`src/rtl/lvt_pkg.sv`:
```
// Shared definitions for the live-value-table memory.
// The read port and the write-side bank allocator both import this package.
package lvt_pkg;

  localparam int LVT_INDEX_WIDTH = 8;
  localparam int LVT_R           = 4;
  localparam int LVT_N_BITS_R    = 2;
  localparam int LVT_DATA_WIDTH  = 32;

  // One live-table entry: which bank holds the current value, and whether
  // the address has been written at all since reset.
  typedef struct packed {
    logic                    valid;
    logic [LVT_N_BITS_R-1:0] bank;
  } live_entry_t;

endpackage

```
`src/rtl/lvt_rsp_fifo.sv`:
```
// Two-entry response FIFO between the bank mux and the response port.
// The head is shown combinationally and forced to zero when the FIFO is empty.
// A push into a full FIFO is legal only together with a pop in the same cycle.
module lvt_rsp_fifo #(
  parameter int width = 33
) (
  input  logic             clk,
  input  logic             i_rst_n,
  input  logic             i_push,
  input  logic [width-1:0] i_data,
  input  logic             i_pop,
  output logic             o_valid,
  output logic [width-1:0] o_data,
  output logic [1:0]       o_count
);

  logic [width-1:0] r_mem [2];
  logic             r_wrPtr;
  logic             r_rdPtr;
  logic [1:0]       r_count;
  logic             w_pop;

  assign w_pop   = i_pop && (r_count != 2'd0);
  assign o_valid = (r_count != 2'd0);
  assign o_data  = o_valid ? r_mem[r_rdPtr] : '0;
  assign o_count = r_count;

  // Pointer and occupancy bookkeeping; reset empties the FIFO immediately.
  always_ff @(posedge clk or negedge i_rst_n) begin
    if (!i_rst_n) begin
      r_wrPtr <= 1'b0;
      r_rdPtr <= 1'b0;
      r_count <= 2'd0;
    end else begin
      if (i_push) r_wrPtr <= ~r_wrPtr;
      if (w_pop)  r_rdPtr <= ~r_rdPtr;
      if (i_push && !w_pop)      r_count <= r_count + 2'd1;
      else if (!i_push && w_pop) r_count <= r_count - 2'd1;
    end
  end

  // Storage needs no reset: an entry is only visible once it has been pushed.
  always_ff @(posedge clk) begin
    if (i_push) r_mem[r_wrPtr] <= i_data;
  end

endmodule

```
`src/rtl/lvt_read_port.sv`:
```
// Read side of the LVT multi-bank memory.
// Looks up the live bank for each read, broadcasts the address to every bank,
// then picks the live bank's data one cycle later and queues it for the consumer.
// Reads are credit-limited so that the banks, which cannot stall, never overrun
// the two-entry response FIFO.
module lvt_read_port
  import lvt_pkg::*;
#(
  parameter int index_width = LVT_INDEX_WIDTH,
  parameter int r           = LVT_R,
  parameter int n_bits_r    = LVT_N_BITS_R,
  parameter int data_width  = LVT_DATA_WIDTH
) (
  input  logic                    clk,
  input  logic                    reset,
  input  logic                    upd_en,
  input  logic [index_width-1:0]  upd_addr,
  input  logic [n_bits_r-1:0]     upd_bank,
  input  logic                    rd_valid,
  output logic                    rd_ready,
  input  logic [index_width-1:0]  rd_addr,
  output logic                    bank_rd_en,
  output logic [index_width-1:0]  bank_rd_addr,
  input  logic [r*data_width-1:0] bank_rd_data,
  output logic                    rsp_valid,
  input  logic                    rsp_ready,
  output logic [data_width-1:0]   rsp_data,
  output logic                    rsp_hit
);

  localparam int DEPTH = 1 << index_width;

  live_entry_t           r_table [DEPTH];
  live_entry_t           r_capEntry;
  logic                  r_inflight;
  live_entry_t           w_lookup;
  logic                  w_accept;
  logic [1:0]            w_fifoCount;
  logic [data_width-1:0] w_selData;
  logic                  w_selHit;
  logic [data_width:0]   w_pushData;
  logic [data_width:0]   w_headData;

  assign w_accept     = rd_valid && rd_ready;
  assign bank_rd_en   = w_accept;
  assign bank_rd_addr = rd_addr;
  assign rd_ready     = ({1'b0, w_fifoCount} + {2'b00, r_inflight}) < 3'd2;

  // Live table: every write from the allocator marks its address live in the given bank.
  always_ff @(posedge clk or negedge reset) begin
    if (!reset) begin
      r_table <= '{default: '0};
    end else if (upd_en) begin
      r_table[upd_addr] <= '{valid: 1'b1, bank: upd_bank};
    end
  end

  // Table lookup with bypass, so a read colliding with a same-cycle write sees the new bank.
  always_comb begin
    w_lookup = r_table[rd_addr];
    if (upd_en && (upd_addr == rd_addr)) begin
      w_lookup = '{valid: 1'b1, bank: upd_bank};
    end
  end

  // Capture the live entry for the accepted read while the banks perform their access.
  always_ff @(posedge clk or negedge reset) begin
    if (!reset) begin
      r_inflight <= 1'b0;
      r_capEntry <= '0;
    end else begin
      r_inflight <= w_accept;
      if (w_accept) r_capEntry <= w_lookup;
    end
  end

  // Bank mux: a miss or a bank index beyond the populated banks yields zero data and no hit.
  always_comb begin
    w_selData = '0;
    w_selHit  = 1'b0;
    for (int k = 0; k < r; k++) begin
      if (r_capEntry.valid && (r_capEntry.bank == n_bits_r'(k))) begin
        w_selData = bank_rd_data[k*data_width +: data_width];
        w_selHit  = 1'b1;
      end
    end
  end

  assign w_pushData = {w_selHit, w_selData};

  lvt_rsp_fifo #(
    .width(data_width + 1)
  ) u_rspFifo (
    .clk    (clk),
    .i_rst_n(reset),
    .i_push (r_inflight),
    .i_data (w_pushData),
    .i_pop  (rsp_ready),
    .o_valid(rsp_valid),
    .o_data (w_headData),
    .o_count(w_fifoCount)
  );

  assign rsp_hit  = w_headData[data_width];
  assign rsp_data = w_headData[data_width-1:0];

endmodule

```
`config.mk`:
```
export PLATFORM = sky130hd
export DESIGN_NAME = lvt_read_port
export DESIGN_NICKNAME = d
export VERILOG_FILES = /design/src/rtl/lvt_pkg.sv /design/src/rtl/lvt_rsp_fifo.sv /design/src/rtl/lvt_read_port.sv
export SDC_FILE = /design/constraint.sdc
export NUM_CORES = 1
export LEC_CHECK = 0
export ABC_CLOCK_PERIOD_IN_PS = 2450
export CELL_PAD_IN_SITES_DETAIL_PLACEMENT = 0
export CELL_PAD_IN_SITES_GLOBAL_PLACEMENT = 1
export CORE_UTILIZATION = 46
export DETAILED_ROUTE_END_ITERATION = 6
export PLACE_DENSITY = 0.87
export SYNTH_ARGS = -nofsm -noshare
export SYNTH_HDL_FRONTEND = slang
export SYNTH_SLANG_ARGS = --single-unit
```
`constraint.sdc`:
```
create_clock -name clk -period 2.45 [get_ports clk]
set_input_delay 0.245 -clock clk [delete_from_list [all_inputs] [get_ports clk]]
set_output_delay 0.245 -clock clk [all_outputs]
set_load 0.01 [all_outputs]
```
==> flow_summary.toml <==
[finish]
layout-drive-gt1-share_pct = 42.8
final_cell_mix = "774 x dfrtp_1, 520 x mux2_2, 233 x nor2_1, 228 x buf_4, 226 x mux4_2"
final_util_pct = 56.0
fillers = 6469
post_layout_nonfiller_instances = 4260
syn_to_final_growth_pct = 20.8
nets = 3262
layout_commonest_cell = "dfrtp_1"

[synth]
synth_edf_count = 66
synth.largest_area_cell = "dfrtp_1"
ys_seq_area_share_pct = 55.2
synth_cell_types = 61
synth_ff_type = "dfrtp_1"
synth_area_mm2 = 0.0388
syn_nets = 2887
syn_inst = 2735
synth.area.top_cells = "dfrtp_1 50%, mux2_2 15%, mux4_2 13%"
synth_top_area_share_pct = 50.1
synthArstFlopShare_pct = 92.2
synth-seq-cells = 842
avgSynthCellArea_um2 = 14.2
synth_warnings = 0

[cts]
cts_buffer_depth = 3
clk_latency_ns = 0.65
cts_num_sinks = 842
root_buffer = "clkbuf_16"
h-tree-depth = 3
cts.clk_slew.worst_paths_ns = 0.06
numCtsBuffers = 86
cts_tree = "built"

[power]
power_switching_w = 0.00911
p_comb_share_pct = 17.1
p_int_w = 0.0263
power_density_mw_per_mm2 = 756
p_leak_nw = 22.2
switching_share_pct = 25.8
pwr-share-seq_pct = 45.1
ir_drop_mv = 0.489
clkPwrFrac_pct = 37.8

[drt]
num_vias = 25100
drc = 0
ant_nets = 0
drt_iter0_drc = 2349
wl_per_cell_um = 24.8
wl_um = 106000
via_per_inst = 5.89
drt_first_pass_iters = 5

[setup_path]
crit_path_max_incr_delay_ns = 0.53
reg2reg_from = "r_table[600]"
cp_num_cells = 7
worstSetupPathType = "register to register"
rr_worst_depth = 7
arrival_ns = 2.92
critPathTopFamily = "multiplexers"
endpoint = "r_capEntry[0]"
worstReg2RegEnd = "r_capEntry[0]"
crit_path_end_kind = "register"
rrSetupSlack_ns = 0.05
path_cells = "mux4_2 -> mux4_2 -> nor2_1 -> a31oi_1 -> a311o_1 -> o311ai_1 -> o21ai_1"
required_ns = 2.97
crit_slowest_cell = "mux4_2"
crit_buf_inv = 0
critical_path.max_fanout = 2
critical_path.startpoint = "r_table[600]"
path_common_cell = "mux4_2"
start_kind = "register"

[placement]
dp_cells = 4096
portBuffers = 194
hpwlAfterDp_um = 74700
place.gp.congestion = 0.907
place_ws_ns = -0.448

[timing]
post-route-worst-setup-slack_ns = 0.0511
rsz0062_at_grt = "false"
clock.fmax_mhz = 417
setup_viol = 0
fin_crit_ns = 2.40
max-slew-margin-rel_pct = 54.5
drv_slew = 0
fin_skew_ns = 0.0256
timing.final.crit_share_pct = 97.9
hold_viol_final = 0
whs_ns = 0.170
worst_pin_slew_ns = 0.680

[floorplanning]
core_mm2 = 0.0836
rows = 106
die_w_um = 292
start_util_pct = 46.4
ioPinCount = 195
dieHeight_um = 292
die-area_mm2 = 0.0854

[global_route]
overflow = 0
antenna_found_initial = 2
grt_max_degree = 97
grt_pass1_wl_um = 163000
first_global_vias = 27000
grt_usage_pct = 25.0

[min_path]
hold_class = "input pin to async pin"

[run_status]
status = "finished, final reports clean"

[job]
maxCapViolCount = 0
==> cell families after synthesis <==
| logic type | count (synthesis) | synth area share, % |
|---|---|---|
| and+or+nand+nor | 776 | 10.0 |
| xor gates and xnor gates | 13 | 0.294 |
| muxes | 817 | 30.1 |
| buffers and inverters | 189 | 2.48 |
| AOI/OAI and AO/OA | 97 | 1.87 |
| adders and majority gates | 1 | 0.0323 |
| DFF | 842 | 55.2 |
==> worst register-to-register path: cells and delay by family (launching register included) <==
| family | cells | cell delay (ns) |
|---|---|---|
| AOI/OAI and AO/OA | 4 | 0.74 |
| DFF | 1 | 0.38 |
| muxes | 2 | 1.02 |
| and+or+nand+nor | 1 | 0.15 |
==> area by class of cell <==
cell class,instances,area [um^2],area share (%)
sequential,842,21400,45.7
multi-input combinational,1704,16500,35.2
timing repair buffer,472,4680,9.99
clock buffer,121,2460,5.26
tap,1080,1350,2.89
clock inverter,36,432,0.922
inverter,4,15.0,0.0321
antenna,1,2.50,0.00534
==> repair_timing <==
| item | CTS | global route |
|---|---|---|
| hold buffers | 1 | 0 |
| pin swaps | 1 | 1 |
| setup buffers | 3 | 2 |
| endpoints found under the hold margin | 32 | 0 |
| endpoints found under the setup margin | 24 | 20 |
| resized for setup | 16 | 20 |
==> state kept, by name (all words and copies together) (netlist names) <==
signal / flops
r_table: 768
u_rspFifo.o_count: 2
r_capEntry: 3
u_rspFifo.r_mem: 66
u_rspFifo.r_wrPtr: 1
u_rspFifo.r_rdPtr: 1
r_inflight: 1
==> stage by stage <==
stage | setup TNS, ns | area (um^2) | power [W]
after floorplan | 0 | 38800 | 0.0194
after global placement | -5.25 | 43800 | 0.0220
after detailed placement | -7.02 | 43800 | 0.0222
after CTS | 0 | 46700 | 0.0356
after global routing | 0 | 46800 | 0.0367
final | 0 | 46800 | 0.0354
==> synthesized netlist by cell type (28+ instances only) <==
| cell type | count |
|---|---|
| nand2_1 | 143 |
| mux2_2 | 520 |
| edfxtp_1 | 66 |
| mux2i_1 | 69 |
| nand2b_1 | 103 |
| nor2_1 | 234 |
| nor2b_1 | 30 |
| or2_2 | 172 |
| dfrtp_1 | 776 |
| and2_1 | 38 |
| clkbuf_1 | 119 |
| buf_2 | 28 |
| mux4_2 | 226 |
==> power groups by stage <==
stage	Combinational (W)	Sequential [W]	Clock, W
2_1_floorplan	0.00353	0.0159	0
3_3_place_gp	0.00583	0.0161	0
3_5_place_dp	0.00598	0.0162	0
4_1_cts	0.00608	0.0159	0.0136
5_1_grt	0.00646	0.0161	0.0142
6_report	0.00605	0.0160	0.0134
==> per-layer routing <==
| layer | global-route usage, % | wire (um) |
|---|---|---|
| met3 | 5.29 | 7960 |
| met4 | 10.1 | 4230 |
| met5 | 0 | 0 |
| met1 | 33.2 | 43300 |
| met2 | 40.3 | 50100 |
==> worst min-delay path by stage <==
| stage | to | cells after the start |
|---|---|---|
| global placement | r_table[42] | 1 |
| floorplan | r_capEntry[0] | 0 |
| detailed placement | r_table[36] | 1 |
| finish | r_table[85] | 2 |
| global route | r_capEntry[1] | 3 |
| CTS | r_capEntry[1] | 3 |
Power figures use the tool's default switching activity.
==> RTL change: new RTL, same flow settings <==
Change the package constant `LVT_N_BITS_R` from 2 to 3.
--- a/src/rtl/lvt_pkg.sv
+++ b/src/rtl/lvt_pkg.sv
@@ -4,7 +4,7 @@
 
   localparam int LVT_INDEX_WIDTH = 8;
   localparam int LVT_R           = 4;
-  localparam int LVT_N_BITS_R    = 2;
+  localparam int LVT_N_BITS_R    = 3;
   localparam int LVT_DATA_WIDTH  = 32;
 
   // One live-table entry: which bank holds the current value, and whether
Interface: changed (resized upd_bank); port bits go from 195 to 196. The function was not compared with the original's and may differ.
==> RTL change against the unedited design <==
- wire length is 42% higher
- critical endpoint is now r_capEntry[3]
- power is 28% higher
- clock power is 31% higher
- cell area is 32% higher
- maximum frequency is 0.17% higher
- cell count is 33% higher
- synthesized area is 30% higher
- sequential cell count is 257 higher
- sequential share of layout area is 0.61 points lower
- setup slack better by 4.0 ps
==> RTL change: results (changes against the unedited design) <==
metric	value	unit	change
switching_share	0.259		was 0.258
ir_drop	0.568	mV	was 0.489 mV
portBuffers	195		was 194
areaGrowthSynthToFinish	22.3	%	was 20.8%
seq_area_frac_synth	0.552		about the same
synth_cell_types	65		was 61
synth_nets	3712		was 2,887
numCtsBuffers	111		was 86
async_reset_ff_frac	0.940		was 0.922
wire_per_inst	26.5	µm	was 24.8 µm
place_area	57900	µm²	was 43,800 µm²
dr.first_iter.drc_count	3284		was 2,349
grt_pass1_vias	35121		was 27.0k
insertion_delay	690	ps	was 650 ps
synth_area_leaders	dfrtp_1 51%, mux2_2 17%, mux4_2 12%		was dfrtp_1 50%, mux2_2 15%, mux4_2 13%
grt_util_all_layers	0.272		was 0.250
antenna-diode-count	0		was 1
drtPass1Iterations	6		was 5
place_inst	5442		was 4,096
status	completed		unchanged
worstMarginPinSlew	1180	ps	was 680 ps
gp_congestion	0.944		was 0.907
reg_top3	r_table x1024, u_rspFifo.r_mem x66, r_capEntry x4		was r_table x768, u_rspFifo.r_mem x66, r_capEntry x3
synth.mux.area_fraction	0.310		was 0.301
drive_gt1_frac	0.456		was 0.428
vias_per_cell	5.97		was 5.89
synthTopCellsByCount	1,033 x dfrtp_1, 774 x mux2_2, 265 x mux4_2		was 776 x dfrtp_1, 520 x mux2_2, 234 x nor2_1
nNetsFinal	4303		was 3,262
leakage	29.7	nW	was 22.2 nW
grt_pass1_wl	228000	µm	was 163,000 µm
syn_area_per_cell	14.2	µm²	about the same
final.setup_skew	24.3	ps	was 25.6 ps
worstPathRequired	3080	ps	was 2970 ps
antenna_found_initial	5		was 2
dp_hpwl	107000	µm	was 74,700 µm
synth_compound_area_frac	0.0217		was 0.0187
fillerInstances	8583		was 6,469
grt_max_degree	132		was 97
num_vias	33764		was 25.1k
ctsHtreeMaxLevel	3		unchanged
synth_fa_ha_area_frac	0.000248		was 0.000323
RTL change: path summary, 6_finish.rpt:
kind | from | cells after the start | slack [ps] | endpoint
max | r_table[695] | 7 | 60 | r_capEntry[3]
min | reset | 2 | 100 | r_table[885]
max reg2reg | r_table[695] | 7 | 60 | r_capEntry[3]
min reg2reg | r_table[411] | 1 | 460 | r_table[411]
max in group asynchronous | reset | 3 | 1240 | r_table[87]
min in group clk | upd_bank[0] | 3 | 150 | r_table[776]
RTL change: final cells by class:
cell class                      instances  share of cell area
Multi-Input combinational cell       2203               0.347
Clock inverter                         60              0.0102
Tap cell                             1414              0.0287
Clock buffer                          146              0.0506
Inverter                                8            0.000487
Timing Repair Buffer                  727               0.112
Sequential cell                      1099               0.451
RTL change: cells by family after synthesis:
logic type                 Yosys count
buffers and inverters              257
adders and majority gates            1
AOI/OAI and AO/OA                  152
DFF                               1099
xor gates and xnor gates            13
and+or+nand+nor                    904
muxes                             1133
RTL change: timing repair:
| action | 4_1_cts | 5_1_grt |
|---|---|---|
| endpoints found under the setup margin | 33 | 0 |
| hold endpoints to repair | 350 | 0 |
| setup buffers | 8 | 0 |
| gates resized for setup | 42 | 0 |
| hold buffers | 1 | 0 |
RTL change: metrics by stage:
step,hold slack [ps],setup TNS [ps],setup WS [ps]
final,98.2,0,55.2
after global routing,106,0,4.59
after CTS,84.6,0,37.3
after detailed placement,233,-48060,-415
after global placement,232,-35550,-386
after floorplan,-50.6,0,114
RTL change: worst max-delay path: stages, from the launching register on:
cell and delay, ps:
dfrtp_1 380, mux4_2 270, nor2_1 50, buf_4 130, nor4_1 890, nor4_1 120
nor3_1 290, o32a_1 200
RTL change: power groups by stage:
stage               combinational [W]  sequential (W)  clock (W)
global route                  0.00787          0.0206     0.0184
detailed placement            0.00735          0.0208          0
CTS                           0.00739          0.0204     0.0177
global placement              0.00721          0.0207          0
floorplan                     0.00410          0.0205          0
finish                        0.00736          0.0204     0.0175
RTL change: routing by layer:
metal	part of all wire	up-vias	global-route usage
met2	0.46	1507	0.427
met3	0.080	329	0.0519
met4	0.044	8	0.115
li1	-	14135	-
met5	0.00034	-	0
met1	0.41	17785	0.372
